$ cat config.mk
export PLATFORM = sky130hd
export DESIGN_NAME = button_event_arbiter
export DESIGN_NICKNAME = d
export VERILOG_FILES = /design/src/rtl/button_event_arbiter.sv
export SDC_FILE = /design/constraint.sdc
export NUM_CORES = 1
export LEC_CHECK = 0
export ABC_CLOCK_PERIOD_IN_PS = 5300
export CORE_ASPECT_RATIO = 0.7
export CORE_MARGIN = 4
export CORE_UTILIZATION = 47
export DETAILED_ROUTE_END_ITERATION = 10
export PLACE_DENSITY = 0.65
export SYNTH_ARGS = -nofsm -noshare
export SYNTH_HDL_FRONTEND = slang
export SYNTH_SLANG_ARGS = --single-unit
$ cat constraint.sdc
create_clock -name clock -period 5.3 [get_ports clock]
set_clock_uncertainty 0.2 [all_clocks]
set_input_delay 0.795 -clock clock [delete_from_list [all_inputs] [get_ports clock]]
set_output_delay 0.795 -clock clock [all_outputs]
set_load 0.01 [all_outputs]
$ cat src/rtl/button_event_arbiter.sv
// Debounces N_BTN raw inputs on a shared sample tick and serves each debounced press
// as a one-shot event to a single consumer, granted round-robin over valid/ready.
module button_event_arbiter #(
  parameter int N_BTN        = 5,
  parameter int TICK_DIV     = 100000,
  parameter int STABLE_TICKS = 20,
  localparam int ID_W        = $clog2(N_BTN)
) (
  input  logic             clock,
  input  logic             reset_n,
  input  logic [N_BTN-1:0] btn_raw,
  output logic [N_BTN-1:0] db_level,
  output logic             evt_valid,
  output logic [ID_W-1:0]  evt_id,
  input  logic             evt_ready,
  output logic             evt_drop,
  output logic             tick
);

  localparam int DIV_W = $clog2(TICK_DIV);
  localparam int ST_W  = $clog2(STABLE_TICKS);

  logic [N_BTN-1:0] sync_p0, sync_p1;
  logic [DIV_W-1:0] div_cnt;
  logic [ST_W-1:0]  stab_cnt  [N_BTN];
  logic [ST_W-1:0]  stab_next [N_BTN];
  logic [N_BTN-1:0] db_next, rise, pending, pending_next, clr;
  logic [ID_W-1:0]  last_grant;
  logic [ID_W:0]    pick;
  logic             slot_free, grant_vld, drop_any;

  // Returns {found, index} of the first set request after 'last', wrapping around.
  function automatic logic [ID_W:0] rr_pick(input logic [N_BTN-1:0] req,
                                           input logic [ID_W-1:0]  last);
    logic [ID_W:0] r;
    int idx;
    r = '0;
    for (int k = N_BTN; k >= 1; k--) begin
      idx = (int'(last) + k) % N_BTN;
      if (req[idx]) r = {1'b1, ID_W'(idx)};
    end
    return r;
  endfunction

  // Debounce, press detect and grant selection
  always_comb begin
    db_next = db_level;
    for (int i = 0; i < N_BTN; i++) begin
      stab_next[i] = stab_cnt[i];
      if (tick) begin
        if (sync_p1[i] == db_level[i]) begin
          stab_next[i] = '0;
        end else if (stab_cnt[i] == ST_W'(STABLE_TICKS - 1)) begin
          db_next[i]   = ~db_level[i];
          stab_next[i] = '0;
        end else begin
          stab_next[i] = stab_cnt[i] + ST_W'(1);
        end
      end
    end
    rise      = db_next & ~db_level;
    slot_free = ~evt_valid | evt_ready;
    pick      = rr_pick(pending, last_grant);
    grant_vld = slot_free & pick[ID_W];
    clr       = grant_vld ? (N_BTN'(1) << pick[ID_W-1:0]) : '0;
    // A rise on a channel being granted this cycle re-pends it rather than dropping.
    drop_any     = |(rise & pending & ~clr);
    pending_next = (pending & ~clr) | rise;
  end

  // State registers
  always_ff @(posedge clock or negedge reset_n) begin
    if (!reset_n) begin
      sync_p0    <= '0;
      sync_p1    <= '0;
      div_cnt    <= '0;
      tick       <= 1'b0;
      db_level   <= '0;
      for (int i = 0; i < N_BTN; i++) stab_cnt[i] <= '0;
      pending    <= '0;
      evt_valid  <= 1'b0;
      evt_id     <= '0;
      evt_drop   <= 1'b0;
      last_grant <= ID_W'(N_BTN - 1);
    end else begin
      sync_p0  <= btn_raw;
      sync_p1  <= sync_p0;
      tick     <= (div_cnt == DIV_W'(TICK_DIV - 1));
      div_cnt  <= (div_cnt == DIV_W'(TICK_DIV - 1)) ? '0 : div_cnt + DIV_W'(1);
      db_level <= db_next;
      for (int i = 0; i < N_BTN; i++) stab_cnt[i] <= stab_next[i];
      pending  <= pending_next;
      evt_drop <= drop_any;
      if (slot_free) begin
        evt_valid <= pick[ID_W];
        if (pick[ID_W]) begin
          evt_id     <= pick[ID_W-1:0];
          last_grant <= pick[ID_W-1:0];
        end
      end
    end
  end

endmodule

==> results of run 1 <==
-- worst reg2reg max path, cell delays in order, from the launching register on --
cell       delay (ns)
dfrtp_1          0.50
inv_1            0.20
ha_1             0.35
ha_1             0.24
nor3b_1          0.33
o31ai_1          0.18
xnor2_2          0.28
ha_1             0.24
nor2b_1          0.16
nor3_1           0.06
a221oi_1         0.39
and4_1           0.25
o21ai_0          0.12
nor2b_1          0.20
o2111a_1         0.27
o21ai_2          0.22
nand3_1          0.13
a32oi_1          0.26
nand4bb_1        0.12
-- registers in the layout (all words and copies together) (netlist names) --
register	flops
db_level	5
sync_p1	5
stab_cnt	25
last_grant	1
sync_p0	5
evt_id	3
div_cnt	17
evt_valid	1
evt_drop	1
pending	5
tick	1
-- cell usage in the layout (no fill, tap or decap), types with 3 or more instances in the layout --
| cell type | instances |
|---|---|
| o22ai_1 | 8 |
| and3_1 | 4 |
| nor2b_1 | 15 |
| clkdlybuf4s50_1 | 17 |
| nand2b_1 | 9 |
| a22o_1 | 3 |
| or3_1 | 5 |
| clkinv_4 | 4 |
| a21oi_1 | 13 |
| a221o_1 | 3 |
| o31ai_1 | 3 |
| clkbuf_16 | 9 |
| dfrtp_1 | 68 |
| inv_1 | 29 |
| mux2_2 | 8 |
| nand2_1 | 46 |
| and2_1 | 3 |
| clkinvlp_4 | 3 |
| nor3_1 | 7 |
| or2_2 | 5 |
| buf_4 | 11 |
| a211oi_1 | 5 |
| xor2_1 | 20 |
| xnor2_1 | 18 |
| o211ai_1 | 6 |
| a22oi_1 | 4 |
| a21o_1 | 6 |
| o21ai_0 | 22 |
| a21oi_2 | 3 |
| nand3b_1 | 4 |
| nand3_1 | 26 |
| ha_1 | 28 |
| nand4_1 | 13 |
| mux2i_1 | 13 |
| nor3b_1 | 8 |
| nor4b_1 | 4 |
| nor2_1 | 49 |
| o21a_1 | 4 |
| a31oi_1 | 3 |
-- through the flow --
step | hold WS [ns] | area (um^2)
final | 0.150 | 5540
after global routing | 0.152 | 5540
after detailed placement | 0.136 | 5250
after floorplan | 0.131 | 4930
after CTS | 0.150 | 5540
after global placement | 0.132 | 5250
-- path summary, 6_finish.rpt --
check	from	to	slack (ns)	depth (start not counted)
min reg2reg	sync_p0[2]$_DFF_PN0_	sync_p1[2]$_DFF_PN0_	0.15	0
min in group asynchronous	reset_n	sync_p0[1]$_DFF_PN0_	0.32	1
min	sync_p0[2]$_DFF_PN0_	sync_p1[2]$_DFF_PN0_	0.15	0
max reg2reg	evt_id[1]$_DFFE_PN0P_	evt_drop$_DFF_PN0_	0.46	18
max	evt_id[1]$_DFFE_PN0P_	evt_drop$_DFF_PN0_	0.46	18
max in group asynchronous	reset_n	last_grant[2]$_DFFE_PN1P_	3.60	2
-- repair_timing --
item | 4_1_cts | 5_1_grt
resized for setup | 0 | 1
setup endpoints to repair | 0 | 1
hold endpoints to repair | 0 | 0
-- layer usage --
metal | part of all wire | wire length [um] | track usage
met4 | 0.0078 | 90 | 0.0360
met2 | 0.41 | 4690 | 0.270
met5 | 0 | 0 | 0
met3 | 0.057 | 662 | 0.0438
met1 | 0.53 | 6090 | 0.306
-- power groups by stage --
stage / clock (mW) / sequential (mW) / combinational, mW
2_1_floorplan: 0 / 0.578 / 1.11
4_1_cts: 0.573 / 0.572 / 1.44
3_3_place_gp: 0 / 0.580 / 1.40
6_report: 0.558 / 0.573 / 1.48
5_1_grt: 0.594 / 0.574 / 1.62
3_5_place_dp: 0 / 0.580 / 1.43
-- cells by family (layout without fill, tap and decap cells) --
kind of cell | Yosys count | in the layout | synth area share
AND/OR/NAND/NOR | 212 | 212 | 0.224
adder cells (fa/ha/maj) | 28 | 28 | 0.0710
flip-flops | 69 | 69 | 0.350
buffers and inverters | 52 | 76 | 0.0454
multiplexers | 23 | 23 | 0.0538
XOR/XNOR | 41 | 41 | 0.0781
AO/OA/AOI/OAI | 115 | 115 | 0.177
-- layout make-up --
class	instances	area share
Multi-Input combinational cell	419	0.539
Sequential cell	69	0.312
Timing Repair Buffer	29	0.0465
Clock buffer	10	0.0431
Tap cell	128	0.0289
Inverter	31	0.0219
Clock inverter	6	0.00880
==> key figures, run 1 <==
Route
  – Initial drt markers: 439
  – Vias per inst: 5.89
  – Detailed Route WL: 11500 um
  – Via count: 4077
  – Drc violations: 0
  – Remaining antenna violation count after routing: 0
  – Drt wl/cell: 16.7 um
  – 1st-pass router iterations: 5

Placement
  – Place WS: 0.420 ns
  – DP HPWL: 8460 um
  – PortBufs: 18
  – Dpl cells: 676
  – Global placement routability congestion: 0.947

Clocking
  – Clock sinks: 69
  – Clock Latency Late Sink: 0.33 ns
  – Clock Tree Root: clkbuf_16
  – Cts hold-fix bufs: 0
  – H-tree Lvls: 3
  – CTS max path bufs: 2
  – CTS tree: done
  – Setup Buffers After CTS: 0
  – Clock-pin slew on the worst setup and hold paths: 0.06 ns
  – Cts bufs inserted: 9

Floorplanning
  – Die Y: 93.7 um
  – Die W: 130 um
  – # rows: 30
  – IO Pins: 19
  – Die area: 0.0122 mm^2
  – Core ar.: 0.00995 mm^2
  – Initial Utilization: 0.496

Synth
  – Yosys cell types: 79
  – Syn nets: 576
  – Mapped Area: 0.00493 mm^2
  – EDFF count, synth: 0
  – Avg Cell Area, Syn: 9.14 um^2
  – Post-synth top area cell: dfrtp_1
  – Synth area leaders: dfrtp_1 (34%), ha_1 (7.1%), nor2_1 (3.7%)
  – Most common cell in the netlist: dfrtp_1
  – Synth Flop Type: dfrtp_1
  – Top cell types by occurrence after synthesis: dfrtp_1 (68), nor2_1 (49), nand2_1 (46), inv_1 (29), ha_1 (28)
  – Post-synthesis async set-or-reset flop share: 1.00
  – Yosys reg bits: 69
  – Syn Inst Count: 540
  – Yosys Warn Count: 0
  – Post-synth top area share: 0.345
  – Register area share after synthesis: 0.350

Min path
  – Worst min-delay path class: flip-flop to flip-flop

Timing
  – Final min period: 4.84 ns
  – Worst Slack Setup Final: 0.457 ns
  – Setup violators final: 0
  – Final Cycle Share: 0.914
  – Fin. Hold Viols: 0
  – Worst slew pin tran: 0.749 ns
  – Worst slew margin: 0.494
  – Slew Limit Fails: 0
  – Setup TNS Final: 0 ns
  – Max Fclk: 206 MHz
  – RSZ-0062 raised after global routing: false

Worst setup path
  – Slowest stage cell on the critical path: dfrtp_1
  – Most frequent CP cell: ha_1
  – Req. time, crit path: 5.29 ns
  – Worst Path Class, Setup: flip-flop to flip-flop
  – CP Launch Type: flip-flop
  – CP endpoint kind: flip-flop
  – Buf/Inv on CP: 1
  – CP delay by family, top: compound AO/OA/AOI/OAI gates
  – CP max stage delay: 0.50 ns
  – Arr. time, crit path: 4.84 ns
  – CP cell instances: inv_1 > ha_1 > ha_1 > nor3b_1 > o31ai_1 > xnor2_2 > ha_1 > nor2b_1 > nor3_1 > a221oi_1 > and4_1 > o21ai_0 > nor2b_1 > o2111a_1 > o21ai_2 > nand3_1 > a32oi_1 > nand4bb_1
  – Crit path max fanout: 7

Cells and area
  – Final #Nets: 595
  – Multi-input gate area: 0.00299 mm^2
  – FILL cells: 874
  – Finished Core Util: 0.557
  – Finished Layout Cells: 692
  – # diodes: 0
  – Area grow syn2layout: 12.4%
  – Layout cell share with drive strength beyond 1: 0.117
  – Seq. cell area: 0.00173 mm^2

Pwr
  – Int Pwr: 1.44 mW
  – Static Leakage: 2.41 nW
  – Clock power share: 0.214
  – Cell Pwr Density: 471 mW/mm^2
  – Seq pwr share: 0.219
  – Psw: 1.17 mW
  – Pwr Total: 2.61 mW
  – Logic pwr share: 0.567
  – Switch share: 0.449
  – Max IR drop VDD: 0.300 mV

Global route
  – First-pass GRT wire length: 18900 um
  – Overall Global Routing Usage: 0.194
  – Grt ovf: 0
  – Initial antenna violation count: 0
  – Pin count of the biggest net entering global routing: 43
  – Vias in the first global route: 3768

Run status
  – Run status: finished, final reports clean

Job
  – Max-cap viol count: 0
Note: power is estimated with default switching activity, not from simulation.
==> inputs of run 2 (changes only) <==
- PLACE_DENSITY: 0.65 -> 0.66
- SLEW_MARGIN: default -> 10
==> key figures, run 2 (synthesis results as in run 1) <==
Global route
  – Initial antenna violation count: 0 (unchanged)
  – First-pass GRT wire length: 19200 um (was 18900 um)
  – Pin count of the biggest net entering global routing: 44 (was 43)
  – Vias in the first global route: 3833 (was 3768)
  – Grt ovf: 0 (unchanged)
  – Overall Global Routing Usage: 0.199 (was 0.194)

Cells and area
  – Commonest non-fill, non-tap cell in the layout: dfrtp_1 (unchanged)
  – # diodes: 0 (unchanged)
  – Post-route cell area: 0.00555 mm^2 (was 0.00554 mm^2)
  – Finished Core Util: 0.558 (was 0.557)
  – Finished Layout Cells: 689 (was 692)
  – Max reg flops: 25 (unchanged)
  – Layout cell share with drive strength beyond 1: 0.111 (was 0.117)
  – Seq. cell area: 0.00173 mm^2 (unchanged)
  – Area grow syn2layout: 12.5% (was 12.4%)
  – FILL cells: 870 (was 874)
  – Final #Nets: 592 (was 595)
  – Multi-input gate area: 0.00298 mm^2 (was 0.00299 mm^2)
  – Regs by FF count: stab_cnt x25, div_cnt x17 (unchanged)
  – Commonest cells after routing, fill and taps aside: dfrtp_1 (68), nor2_1 (49), nand2_1 (46) (unchanged)
  – Register name with the most flops: stab_cnt (unchanged)

Route
  – Vias per inst: 5.90 (was 5.89)
  – Remaining antenna violation count after routing: 0 (unchanged)
  – Via count: 4064 (was 4077)
  – 1st-pass router iterations: 6 (was 5)
  – Drt wl/cell: 16.8 um (was 16.7 um)
  – Detailed Route WL: 11500 um (about the same)
  – Initial drt markers: 333 (was 439)
  – Drc violations: 0 (unchanged)

Pwr
  – Cell Pwr Density: 482 mW/mm^2 (was 471 mW/mm^2)
  – Max IR drop VDD: 0.413 mV (was 0.300 mV)
  – Psw: 1.16 mW (was 1.17 mW)
  – Int Pwr: 1.52 mW (was 1.44 mW)
  – Switch share: 0.433 (was 0.449)
  – Logic pwr share: 0.547 (was 0.567)
  – Pwr Total: 2.67 mW (was 2.61 mW)
  – Seq pwr share: 0.213 (was 0.219)
  – Static Leakage: 2.42 nW (was 2.41 nW)
  – Clock power share: 0.240 (was 0.214)

Clocking
  – Cts bufs inserted: 9 (unchanged)
  – Clock Tree Root: clkbuf_16 (unchanged)
  – Clock Latency Late Sink: 0.33 ns (about the same)
  – Cts hold-fix bufs: 0 (unchanged)
  – Clock sinks: 69 (unchanged)
  – H-tree Lvls: 3 (unchanged)
  – Clock-pin slew on the worst setup and hold paths: 0.06 ns (about the same)
  – CTS max path bufs: 2 (unchanged)
  – CTS tree: done (unchanged)
  – Setup Buffers After CTS: 0 (unchanged)
  – # resized after CTS: 0 (unchanged)

Placement
  – Global placement routability congestion: 0.898 (was 0.947)
  – PortBufs: 18 (unchanged)
  – Dpl cells: 673 (was 676)
  – DP HPWL: 8630 um (was 8460 um)
  – Place WS: 0.514 ns (was 0.420 ns)
  – Placed Area: 0.00523 mm^2 (was 0.00525 mm^2)

Floorplanning
  – Initial Utilization: 0.496 (unchanged)
  – Core ar.: 0.00995 mm^2 (unchanged)
  – IO Pins: 19 (unchanged)
  – Die W: 130 um (unchanged)
  – # rows: 30 (unchanged)
  – Die Y: 93.7 um (unchanged)
  – Die area: 0.0122 mm^2 (unchanged)

Timing
  – Setup TNS Final: 0 ns (unchanged)
  – Final Cycle Share: 0.932 (was 0.914)
  – Hold WS: 0.149 ns (was 0.150 ns)
  – Setup violators final: 0 (unchanged)
  – RSZ-0062 raised after global routing: false (unchanged)
  – Max Fclk: 202 MHz (was 206 MHz)
  – Worst Slack Setup Final: 0.360 ns (was 0.457 ns)
  – Fin. Hold Viols: 0 (unchanged)
  – Worst slew margin: 0.368 (was 0.494)
  – Slew Limit Fails: 0 (unchanged)
  – Worst slew pin tran: 0.949 ns (was 0.749 ns)
  – Final min period: 4.94 ns (was 4.84 ns)

Worst setup path
  – Worst Path Class, Setup: flip-flop to flip-flop (unchanged)
  – CP cell instances: xor2_2 > ha_1 > nor3b_1 > o31ai_1 > xnor2_1 > ha_1 > nor2b_1 > nor3_1 > a221oi_1 > and4_1 > o21ai_0 > nor2b_1 > o2111a_1 > o21ai_2 > nand3_1 > a32oi_1 > nand4bb_1 (was inv_1 > ha_1 > ha_1 > nor3b_1 > o31ai_1 > xnor2_2 > ha_1 > nor2b_1 > nor3_1 > a221oi_1 > and4_1 > o21ai_0 > nor2b_1 > o2111a_1 > o21ai_2 > nand3_1 > a32oi_1 > nand4bb_1)
  – Req. time, crit path: 5.30 ns (was 5.29 ns)
  – Slowest stage cell on the critical path: dfstp_2 (was dfrtp_1)
  – CP endpoint kind: flip-flop (unchanged)
  – Arr. time, crit path: 4.94 ns (was 4.84 ns)
  – CP max stage delay: 0.77 ns (was 0.50 ns)
  – CP delay by family, top: compound AO/OA/AOI/OAI gates (unchanged)
  – Crit path max fanout: 14 (was 7)
  – Buf/Inv on CP: 0 (was 1)
  – CP Launch Type: flip-flop (unchanged)

Run status
  – Run status: finished, final reports clean (unchanged)

Job
  – Max-cap viol count: 0 (unchanged)

Min path
  – Worst min-delay path class: flip-flop to flip-flop (unchanged)
==> run 2: cell count changes in the layout (fill, tap and decap cells not counted), sizes merged <==
| cell | before | now |
|---|---|---|
| buf | 12 | 9 |
| clkinvlp | 3 | 1 |
| bufinv | 0 | 2 |
==> run 2: layout make-up <==
class / instances / area share
Multi-Input combinational cell: 419 / 0.537
Sequential cell: 69 / 0.311
Tap cell: 128 / 0.0288
Timing Repair Buffer: 26 / 0.0424
Clock buffer: 10 / 0.0430
Inverter: 31 / 0.0219
Clock inverter: 6 / 0.0156
==> run 2: final timing paths <==
path | start | end | slack, ns | cells past startpoint
max | last_grant[2]$_DFFE_PN1P_ | evt_drop$_DFF_PN0_ | 0.36 | 17
max in group asynchronous | reset_n | last_grant[2]$_DFFE_PN1P_ | 3.53 | 2
min reg2reg | sync_p0[1]$_DFF_PN0_ | sync_p1[1]$_DFF_PN0_ | 0.15 | 0
min in group asynchronous | reset_n | sync_p1[1]$_DFF_PN0_ | 0.42 | 1
min | sync_p0[1]$_DFF_PN0_ | sync_p1[1]$_DFF_PN0_ | 0.15 | 0
max reg2reg | last_grant[2]$_DFFE_PN1P_ | evt_drop$_DFF_PN0_ | 0.36 | 17
==> run 2: power groups by stage <==
stage / registers (mW) / clock network [mW] / logic [mW]
after floorplan: 0.578 / 0 / 1.11
after global placement: 0.576 / 0 / 1.39
after detailed placement: 0.578 / 0 / 1.43
after CTS: 0.569 / 0.660 / 1.44
after global routing: 0.571 / 0.684 / 1.62
final: 0.569 / 0.642 / 1.46
==> run 2: routing by layer <==
metal | GRT usage | up-vias | routed length [um]
met5 | 0 | - | 0
met1 | 0.313 | 1934 | 5850
met4 | 0.0488 | 0 | 117
met2 | 0.273 | 140 | 4730
li1 | - | 1976 | -
met3 | 0.0455 | 14 | 847
==> run 2: worst register-to-register path: cells and delay by family, from the launching register on <==
family / cells / cell delay (ns)
xor gates and xnor gates: 2 / 0.61
DFF: 1 / 0.77
AOI/OAI and AO/OA: 6 / 1.43
and+or+nand+nor: 7 / 1.26
adders and majority gates: 2 / 0.55
==> inputs of run 3 (changes only) <==
--- a/constraint.sdc
+++ b/constraint.sdc
@@ -4,2 +4,2 @@
 set_output_delay 0.795 -clock clock [all_outputs]
-set_load 0.01 [all_outputs]
+set_load 0.1 [all_outputs]
==> results of run 3 <==
Same layout as run 2 (identical final DEF). Status: finished, final reports clean.
Main changes from that run: total power 2.67 mW -> 2.75 mW; worst IR drop on VDD 0.413 mV -> 0.418 mV
